[config.mk]
export PLATFORM = sky130hd
export DESIGN_NAME = runahead_speculation_resolver
export DESIGN_NICKNAME = d
export VERILOG_FILES = /design/src/rtl/runahead_speculation_resolver.sv
export SDC_FILE = /design/constraint.sdc
export NUM_CORES = 1
export LEC_CHECK = 0
export ABC_AREA = 1
export BUFFER_PORTS_ARGS = -buffer_cell sky130_fd_sc_hd__clkbuf_2
export CAP_MARGIN = 10
export CORE_MARGIN = 4
export CORE_UTILIZATION = 46
export DETAILED_ROUTE_END_ITERATION = 16
export GPL_ROUTABILITY_DRIVEN = 0
export PLACE_DENSITY = 0.74
export SYNTH_ARGS = -nofsm -noshare
export SYNTH_HDL_FRONTEND = slang
export SYNTH_SLANG_ARGS = --single-unit
export TNS_END_PERCENT = 20
[constraint.sdc]
create_clock -name clk -period 1.2 [get_ports clk]
set_clock_uncertainty 0.05 [all_clocks]
set_input_delay 0.06 -clock clk [delete_from_list [all_inputs] [get_ports clk]]
set_output_delay 0.06 -clock clk [all_outputs]
set_load 0.02 [all_outputs]
[src/rtl/runahead_speculation_resolver.sv]
`default_nettype none
// ============================================================================
// Module   : runahead_speculation_resolver
// Purpose  : Drains the speculative clear queue one entry at a time: predicted
//            entries by counting retires, mispredicted ones by a tail rewind.
// Options  : RUNAHEAD_RESOLVER_STATS_EN adds saturating entry statistics.
// Revision : 1.0  initial release
// ============================================================================
module runahead_speculation_resolver #(
  parameter int COUNTERBITWIDTH = 6
) (
  input  logic                       clk,
  input  logic                       async_rst,
  input  logic                       clk_en,
  input  logic                       ClearEntryValid,
  input  logic                       ClearEntryMispredicted,
  input  logic [COUNTERBITWIDTH-1:0] ClearEntryDepth,
  output logic                       ClearEntryACK,
  input  logic                       SpecRetirePulse,
  output logic                       TailRewindREQ,
  output logic [COUNTERBITWIDTH-1:0] TailRewindDepth,
  input  logic                       TailRewindACK,
  output logic [COUNTERBITWIDTH-1:0] RemainingDepth,
  output logic                       ResolverBusy,
  output logic                       OrphanRetireError
`ifdef RUNAHEAD_RESOLVER_STATS_EN
  ,
  output logic [15:0]                ValidatedEntryCount,
  output logic [15:0]                MispredictedEntryCount
`endif
);

  typedef enum logic [1:0] {
    IDLE   = 2'd0,
    COUNT  = 2'd1,
    REWIND = 2'd2
  } state_t;

  state_t                       r_state, w_nextState;
  logic [COUNTERBITWIDTH-1:0]   r_remaining, w_nextRemaining;
  logic [COUNTERBITWIDTH-1:0]   r_rewindDepth, w_nextRewindDepth;
  logic                         r_orphan, w_nextOrphan;
  logic                         w_ack;

  always_ff @(posedge clk or posedge async_rst) begin
    if (async_rst) begin
      r_state       <= IDLE;
      r_remaining   <= '0;
      r_rewindDepth <= '0;
      r_orphan      <= 1'b0;
    end else begin
      r_state       <= w_nextState;
      r_remaining   <= w_nextRemaining;
      r_rewindDepth <= w_nextRewindDepth;
      r_orphan      <= w_nextOrphan;
    end
  end

  // With clk_en low every next value equals the current one and no ACK fires.
  always_comb begin
    w_nextState       = r_state;
    w_nextRemaining   = r_remaining;
    w_nextRewindDepth = r_rewindDepth;
    w_nextOrphan      = r_orphan;
    w_ack             = 1'b0;
    if (clk_en) begin
      case (r_state)
        IDLE: begin
          if (SpecRetirePulse) w_nextOrphan = 1'b1;
          if (ClearEntryValid) begin
            if (ClearEntryDepth == '0) begin
              w_ack = 1'b1;
            end else if (ClearEntryMispredicted) begin
              w_nextRewindDepth = ClearEntryDepth;
              w_nextState       = REWIND;
            end else begin
              w_nextRemaining = ClearEntryDepth;
              w_nextState     = COUNT;
            end
          end
        end
        COUNT: begin
          if (SpecRetirePulse) begin
            if (r_remaining <= COUNTERBITWIDTH'(1)) begin
              w_ack           = (r_remaining == COUNTERBITWIDTH'(1));
              w_nextRemaining = '0;
              w_nextState     = IDLE;
            end else begin
              w_nextRemaining = r_remaining - COUNTERBITWIDTH'(1);
            end
          end
        end
        REWIND: begin
          // Depth register is cleared on exit so the output reads 0 elsewhere.
          if (TailRewindACK) begin
            w_ack             = 1'b1;
            w_nextRewindDepth = '0;
            w_nextState       = IDLE;
          end
        end
        default: w_nextState = IDLE;
      endcase
    end
  end

  assign ClearEntryACK     = w_ack;
  assign TailRewindREQ     = (r_state == REWIND);
  assign TailRewindDepth   = r_rewindDepth;
  assign RemainingDepth    = r_remaining;
  assign ResolverBusy      = (r_state != IDLE);
  assign OrphanRetireError = r_orphan;

`ifdef RUNAHEAD_RESOLVER_STATS_EN
  logic [15:0] r_validatedCount, r_mispredictedCount;

  always_ff @(posedge clk or posedge async_rst) begin
    if (async_rst) begin
      r_validatedCount    <= '0;
      r_mispredictedCount <= '0;
    end else begin
      if (w_ack && (r_state == COUNT) && (r_validatedCount != 16'hFFFF))
        r_validatedCount <= r_validatedCount + 16'd1;
      if (w_ack && (r_state == REWIND) && (r_mispredictedCount != 16'hFFFF))
        r_mispredictedCount <= r_mispredictedCount + 16'd1;
    end
  end

  assign ValidatedEntryCount    = r_validatedCount;
  assign MispredictedEntryCount = r_mispredictedCount;
`endif

endmodule
`default_nettype wire
Word-level counts from Yosys, hierarchy flattened
Cells that the tools add are included.
- equal/unequal tests: 10
- reductions and logical operators: 9
- multiplexer cells: 25
- order comparisons: 1
- $add $sub $neg: 1
- operators by type and width (kind ; number):
    $mux W6 ; 9
    $pmux W6 S2 ; 2
    $reduce_and A6 Y1 ; 3
    $mux W2 ; 6
    $ne A2 B2 Y1 const B ; 6
    $eq A6 B1 Y1 const B ; 1
    $le A6 B1 Y1 const B ; 1
    $logic_not A6 Y1 ; 1
    $mux W1 ; 6
    $pmux W2 S3 ; 1
    $reduce_bool A2 Y1 ; 3
    $sub A6 B1 Y6 const B ; 1
    $pmux W1 S3 ; 1
    $reduce_and A3 Y1 ; 1
    $eq A2 B1 Y1 const B ; 1
    $eq A2 B2 Y1 const B ; 1
    $logic_not A2 Y1 ; 1
    $ne A2 B1 Y1 const B ; 1
- input port bits: 13
- bits in registers: 15

Depth between registers and ports, before layout
Gate-level depths: netlist (run 1).
- word-level depth: 5
- mapped depth: 9
- mapped depth without buffers: 9

Worst setup path before layout (run 1)
OpenSTA, ideal clock, no wires.
- path type: register -> register
- start: register r_remaining[0] (netlist: RemainingDepth[0])
- end: register r_state[0]
- setup time: 0.117 ns
- data required time: 1.033 ns
- cell stages (with the launch flop): 9
- period minus slack after synthesis: 1.481 ns
- path slack: -0.281 ns
- arrival: 1.314 ns
- cell sequence: dfrtp_1 > inv_1 > ha_1 > nand2_1 > nor2_1 > nor2_1 > nor2_2 > nand3_1 > nand2_1
- cells in the longest elaborated chain, start to end: 3
- ends and longest elaborated chain (element ; RTL line ; source):
    start: declaration ; 40 ; logic [COUNTERBITWIDTH-1:0] r_remaining, w_nextRemaining;
    start signal: assignment ; 53 ; r_remaining <= w_nextRemaining;
    $le A6 B1 Y1 ; 84 ; if (r_remaining <= COUNTERBITWIDTH'(1)) begin
    $ne A2 B2 Y1 (no source line) ; n/a ;
    $reduce_and A6 Y1 (no source line) ; n/a ;
    end signal: assignment ; 52 ; r_state <= w_nextState;
    end: declaration ; 39 ; state_t r_state, w_nextState;
No other way between the ends.
A chain may end at the register's enable or synchronous reset.

Worst setup path after layout (run 1)
- start: register r_state[0]
- end: output ClearEntryACK
- cells in the longest elaborated chain, start to end: 3
- elaborated cells on any way between the ends: 5
- those cells by class: eq/ne (2); mux (2); reduce/logical (1)
- ends and longest elaborated chain (element ; RTL line ; source):
    $eq A2 B2 Y1, or another cell as far along ; 67 ; case (r_state)
    $pmux W1 S3 * ; 67 ;
    $mux W1 * ; 66 ; if (clk_en) begin
    end: declaration ; 18 ; output logic ClearEntryACK,
Every way passes the cells marked *; elsewhere a longest branch is shown, timed or not.

==> results of run 1 <==
==> kinds of logic (layout without fill, tap and decap cells) <==
family | after synthesis | in the layout | share of synthesized area, %
buffers and inverters | 22 | 79 | 8.088
adder cells (fa/ha/maj) | 2 | 2 | 2.451
AND/OR/NAND/NOR | 97 | 97 | 42.40
flip-flops | 15 | 15 | 36.76
AO/OA/AOI/OAI | 12 | 12 | 7.721
XOR/XNOR | 3 | 3 | 2.574
==> layer usage <==
layer	global-route usage [%]	routed length (um)	vias to the layer above
met5	0	0	-
met4	8.502	56	0
met3	4.021	167	7
met2	34.06	1315	36
met1	27.52	1225	514
li1	-	-	590
==> power by group <==
group | internal, mW | switching [mW] | leakage (nW)
sequential | 0.737 | 0.224 | 0.178
clock | 0.129 | 0.166 | 0.0150
combinational | 1.27 | 1.67 | 0.662
==> registers in the layout, summed over array words and instances, names as in the netlist <==
name               flops
r_state                2
RemainingDepth         6
OrphanRetireError      1
TailRewindDepth        6
==> worst max-delay path: cells and delay by family, from the launching register on <==
kind	cells	cell delay, ns
buf+inv	2	0.25
simple gates	6	0.52
flops	1	0.46
==> synthesized netlist by cell type, drive strengths merged <==
cell / number
dfrtp: 15
xnor2: 3
nand2: 57
nor3: 3
nor2: 26
a31o: 1
ha: 2
o21ai: 10
a21oi: 1
inv: 22
nand3: 8
nand4: 3
==> repair_timing <==
item	CTS	global route
gates cloned	0	0
setup buffers	1	4
hold buffers	3	0
pin swaps	4	5
endpoints found under the setup margin	17	18
resized for setup	13	26
endpoints found under the hold margin	16	0
==> worst paths after layout <==
kind                                               start                       endpoint  slack, ns  cells after the start
min reg2reg                OrphanRetireError$_DFFE_PP0P_  OrphanRetireError$_DFFE_PP0P_       0.43                      1
max                               r_state[0]$_DFFE_PP0P_                  ClearEntryACK      -0.42                      8
max in group asynchronous                      async_rst         r_state[0]$_DFFE_PP0P_       0.33                      3
max reg2reg                       r_state[0]$_DFFE_PP0P_  RemainingDepth[0]$_DFFE_PP0P_      -0.27                     10
min                                   ClearEntryDepth[1]  RemainingDepth[1]$_DFFE_PP0P_       0.04                      5
min in group asynchronous                      async_rst  RemainingDepth[3]$_DFFE_PP0P_       0.32                      3
==> cell type report <==
| type | instances | area [sq um] |
|---|---|---|
| multi-input cells | 114 | 728.2 |
| fillers | 152 | 425.4 |
| flip-flops and latches | 15 | 381.6 |
| repair buffers | 53 | 356.6 |
| inverters | 22 | 90.09 |
| well taps | 27 | 33.78 |
| clock buffers | 4 | 26.28 |
==> metrics by stage <==
stage / instances / util (%) / setup slack (ns) / hold slack, ns / total power, mW
floorplan: 151 / - / -0.1127 / -0.08872 / 2.471
global placement: 223 / 67.65 / -0.1651 / 0.07165 / 3.345
detailed placement: 223 / 67.65 / -0.2111 / 0.08296 / 3.393
CTS: 231 / 73.59 / -0.4440 / 0.03812 / 3.837
global route: 235 / 79.17 / -0.5072 / 0.06547 / 4.549
finish: 235 / 79.17 / -0.4233 / 0.04043 / 4.203
==> reports/results.ini, run 1 <==
[cells_and_area]
diodes=0
num-nets-final=224
final_cell_mix=52 x nand2_1, 25 x clkbuf_2, 22 x buf_4
final_common_cell=nand2_1
syn_to_final_growth_pct=58.33
final_area_sq_um=1617
drive_gt1_share_pct=45.67

[global_routing]
grt_pass1_vias=1031
grt_max_degree=16
grt_pass1_wl_um=4471
grt_overflow_total=0
antenna_found_initial=0
grt_use_total_pct=21.05

[placement]
place_area_sq_um=1381
dp_hpwl_um=2028
port_buffers=28

[cts]
cts_max_level=1
clock_sinks=15
clk_pin_slew_ns=0.10
cts_tree=yes
clockRootBuffer=clkbuf_4
cts_made_buffers=3
cts_buffer_depth=2
clk_latency_ns=0.29

[floorplan]
io_pins=29
coreArea_sq_um=2042
die_y_um=55.11
die_area_sq_um=3037
num_rows=16
initial_utilization_pct=50.00
die_w_um=55.11

[synth]
syn_avg_cell_area_sq_um=6.761
yosysSeqAreaShare_pct=36.76
syn_area_sq_um=1021
synthesis.nets=166
yosysWarnings=0
synthDistinctLibCells=18
synthTopCellsByArea=dfrtp_1 37%, nand2_1 20%, nor2_1 8.1%, inv_1 7.0%, o21ai_0 4.4%
post-synth-top-area-fraction_pct=36.76
synth_seq_cells=15
yosysTopAreaCell=dfrtp_1
synthCells=151

[drt]
dr.first_iter.drc_count=13
vias=1147
dr.pass1.iters=4
post_drt_wl_per_cell_um=11.76
drc=0
antenna_left=0
via_per_inst=4.881
routed_wl_um=2764

[setup_path]
endpoint_kind=output port
worst_path_max_delay_cell=dfrtp_2
required_ns=1.09
crit_chain=inv_2, nand2_4, nor2_4, nand2_4, nor2_4, nor3_2, nor2_2, clkbuf_8
worstPathArrival_ns=1.51
slowest_delay_ns=0.46
criticalPathCategory=register to output port
start_kind=register
critPathMaxFanout=5

[sta]
period_share_pct=135.3
fin_ws_ns=-0.4233
fmax_ghz=0.6160
final_hold_viol_count=0
grt_setup_unrepaired=true
tns_ns=-3.738
drv_slew=0
finalSetupViolCount=17
tightest_slew_ns=0.6244
period_needed_ns=1.623
relSlewSlack_pct=58.33

[run]
drv_cap=0

[power]
p_per_area_nw_per_um2=2600
p_leak_nw=0.8549
ir_drop_v=0.001940

[status]
status=finished, violations left
violations=negative setup slack

[worst_hold_path]
hold_class=input port to register

(Power assumes the default switching activity.)
==> run 2, diff against run 1 <==
BUFFER_PORTS_ARGS = -buffer_cell sky130_fd_sc_hd__buf_2   (was -buffer_cell sky130_fd_sc_hd__clkbuf_2)
RECOVER_POWER = 100   (was default)
==> run 2 against run 1 <==
  * The flow still finishes with violations (negative setup slack)
  * Routed wire length increased by 3.3%
  * Critical path depth fell by 3
  * Utilization fell by 1.5 points
  * Critical path type unchanged
  * Largest cell class unchanged
  * Highest routed layer unchanged
==> reports/results.ini, run 2 (same netlist as run 1, synthesis figures left out) <==
[placement]
place_ws_ns=-0.2210  ; -0.009933 ns
dpl.cell_count=222  ; -0.45%
dp_hpwl_um=2090  ; +3.0%
port_buffers=28  ; unchanged

[status]
violations=negative setup slack
status=finished, violations left

[sta]
relSlewSlack_pct=60.35  ; +2.0 points
tns_ns=-3.320  ; +0.4180 ns
finalSetupViolCount=17  ; unchanged
fmax_ghz=0.6471  ; +5.0%
period_needed_ns=1.545  ; -0.07801 ns
grt_setup_unrepaired=true
final_hold_viol_count=0  ; unchanged
tightest_slew_ns=0.5941  ; -0.03031 ns
fin_ws_ns=-0.3453  ; +0.07801 ns
period_share_pct=128.8  ; -6.5 points
drv_slew=0  ; unchanged

[setup_path]
r2r_slack_ns=-0.24  ; +0.03 ns
worstPathArrival_ns=1.44  ; -0.07 ns
required_ns=1.09  ; about the same
crit_start=r_state[0]$_DFFE_PP0P_
endpoint_kind=output port
start_kind=register
cp-endpoint=ClearEntryACK
critPathMaxFanout=5  ; unchanged
criticalPathCategory=register to output port
r2r_cells=9  ; -1
r2r-start=RemainingDepth[0]$_DFFE_PP0P_
timing.rr.end=RemainingDepth[3]$_DFFE_PP0P_

[cts]
cts_tree=yes
cts_max_level=1  ; unchanged
clockRootBuffer=clkbuf_4
cts_buffer_depth=2  ; unchanged
cts_made_buffers=3  ; unchanged
clock_sinks=15  ; unchanged
clk_latency_ns=0.29  ; about the same
clk_pin_slew_ns=0.10  ; about the same

[floorplan]
initial_utilization_pct=50.00  ; unchanged
num_rows=16  ; unchanged
die_w_um=55.11  ; unchanged
io_pins=29  ; unchanged
die_y_um=55.11  ; unchanged
coreArea_sq_um=2042  ; unchanged
die_area_sq_um=3037  ; unchanged

[power]
ir_drop_v=0.001966  ; +1.3%
p_per_area_nw_per_um2=2590  ; -0.38%
p_leak_nw=0.8334  ; -2.5%

[cells_and_area]
multi_input_area_sq_um=696.9  ; -4.3%
diodes=0  ; unchanged
n_fill_cell=163  ; +7.2%
final_common_cell=nand2_1
drive_gt1_share_pct=40.38  ; -5.3 points
num-nets-final=224  ; unchanged
syn_to_final_growth_pct=55.27
final_cell_mix=52 x nand2_1, 20 x buf_4, 17 x inv_1
seqCellArea_sq_um=379.1  ; -0.66%
fin_cells=235  ; unchanged

[drt]
via_per_inst=4.838  ; -0.87%
routed_wl_um=2856  ; +3.3%
drc=0  ; unchanged
dr.pass1.iters=4  ; unchanged
post_drt_wl_per_cell_um=12.15  ; +3.3%
antenna_left=0  ; unchanged
vias=1137  ; -0.87%
dr.first_iter.drc_count=20  ; +7

[global_routing]
grt_pass1_vias=1091  ; +5.8%
antenna_found_initial=0  ; unchanged
grt_overflow_total=0  ; unchanged
grt_use_total_pct=20.92  ; -0.12 points
grt_pass1_wl_um=4512  ; +0.92%
grt_max_degree=16  ; unchanged

[worst_hold_path]
hold_class=input port to register

[run]
drv_cap=0  ; unchanged

-- run 2: cell type report --
cell class	instances	share of cell area, %
Timing Repair Buffer	53	22.81
Clock buffer	4	1.657
Tap cell	27	2.131
Multi-Input combinational cell	114	43.96
Sequential cell	15	23.91
Inverter	22	5.525
-- run 2: worst min path at each step --
stage	start	end	depth (start not counted)
after CTS	ClearEntryDepth[4]	RemainingDepth[4]$_DFFE_PP0P_	5
after global routing	ClearEntryDepth[4]	RemainingDepth[4]$_DFFE_PP0P_	5
after global placement	async_rst	TailRewindDepth[1]$_DFFE_PP0P_	2
final	ClearEntryDepth[4]	RemainingDepth[4]$_DFFE_PP0P_	5
after detailed placement	async_rst	TailRewindDepth[1]$_DFFE_PP0P_	2
after floorplan	async_rst	OrphanRetireError$_DFFE_PP0P_	1
-- run 2: what timing repair did --
item                                   4_1_cts  5_1_grt
gates cloned                                 0        0
resized for setup                           12       19
pin swaps                                    3        5
hold buffers                                 3        0
endpoints found under the hold margin       16        0
setup buffers                                3        3
setup endpoints to repair                   16       17
-- run 2: power by group --
| group | switching (mW) | internal [mW] | total, mW |
|---|---|---|---|
| Clock | 0.163 | 0.129 | 0.291 |
| Combinational | 1.67 | 1.23 | 2.90 |
| Sequential | 0.183 | 0.730 | 0.913 |
-- run 2: worst max-delay path: stages, from the launching register on --
cell	delay [ns]
dfrtp_2	0.45
buf_4	0.15
nor3_1	0.24
nor3_2	0.09
nor2_2	0.11
buf_6	0.12
-- run 2: routing by layer --
metal  GRT usage (%)  up-vias  part of all wire (%)
met3           4.290        6                   6.5
met5               0        -                     0
met1           23.95      514                    41
met2           38.58       34                    51
met4           6.478        0                   2.0
li1                -      583                     -
-- run 2: per-stage QoR --
| stage | hold WS [ns] | utilization, % | power (mW) | instance area (sq um) |
|---|---|---|---|---|
| detailed placement | 0.1043 | 67.89 | 3.410 | 1386 |
| finish | 0.03908 | 77.63 | 4.106 | 1585 |
| global route | 0.06126 | 77.63 | 4.464 | 1585 |
| floorplan | -0.08872 | - | 2.471 | 1080 |
| CTS | 0.03502 | 74.08 | 3.889 | 1513 |
| global placement | 0.08900 | 67.89 | 3.357 | 1386 |
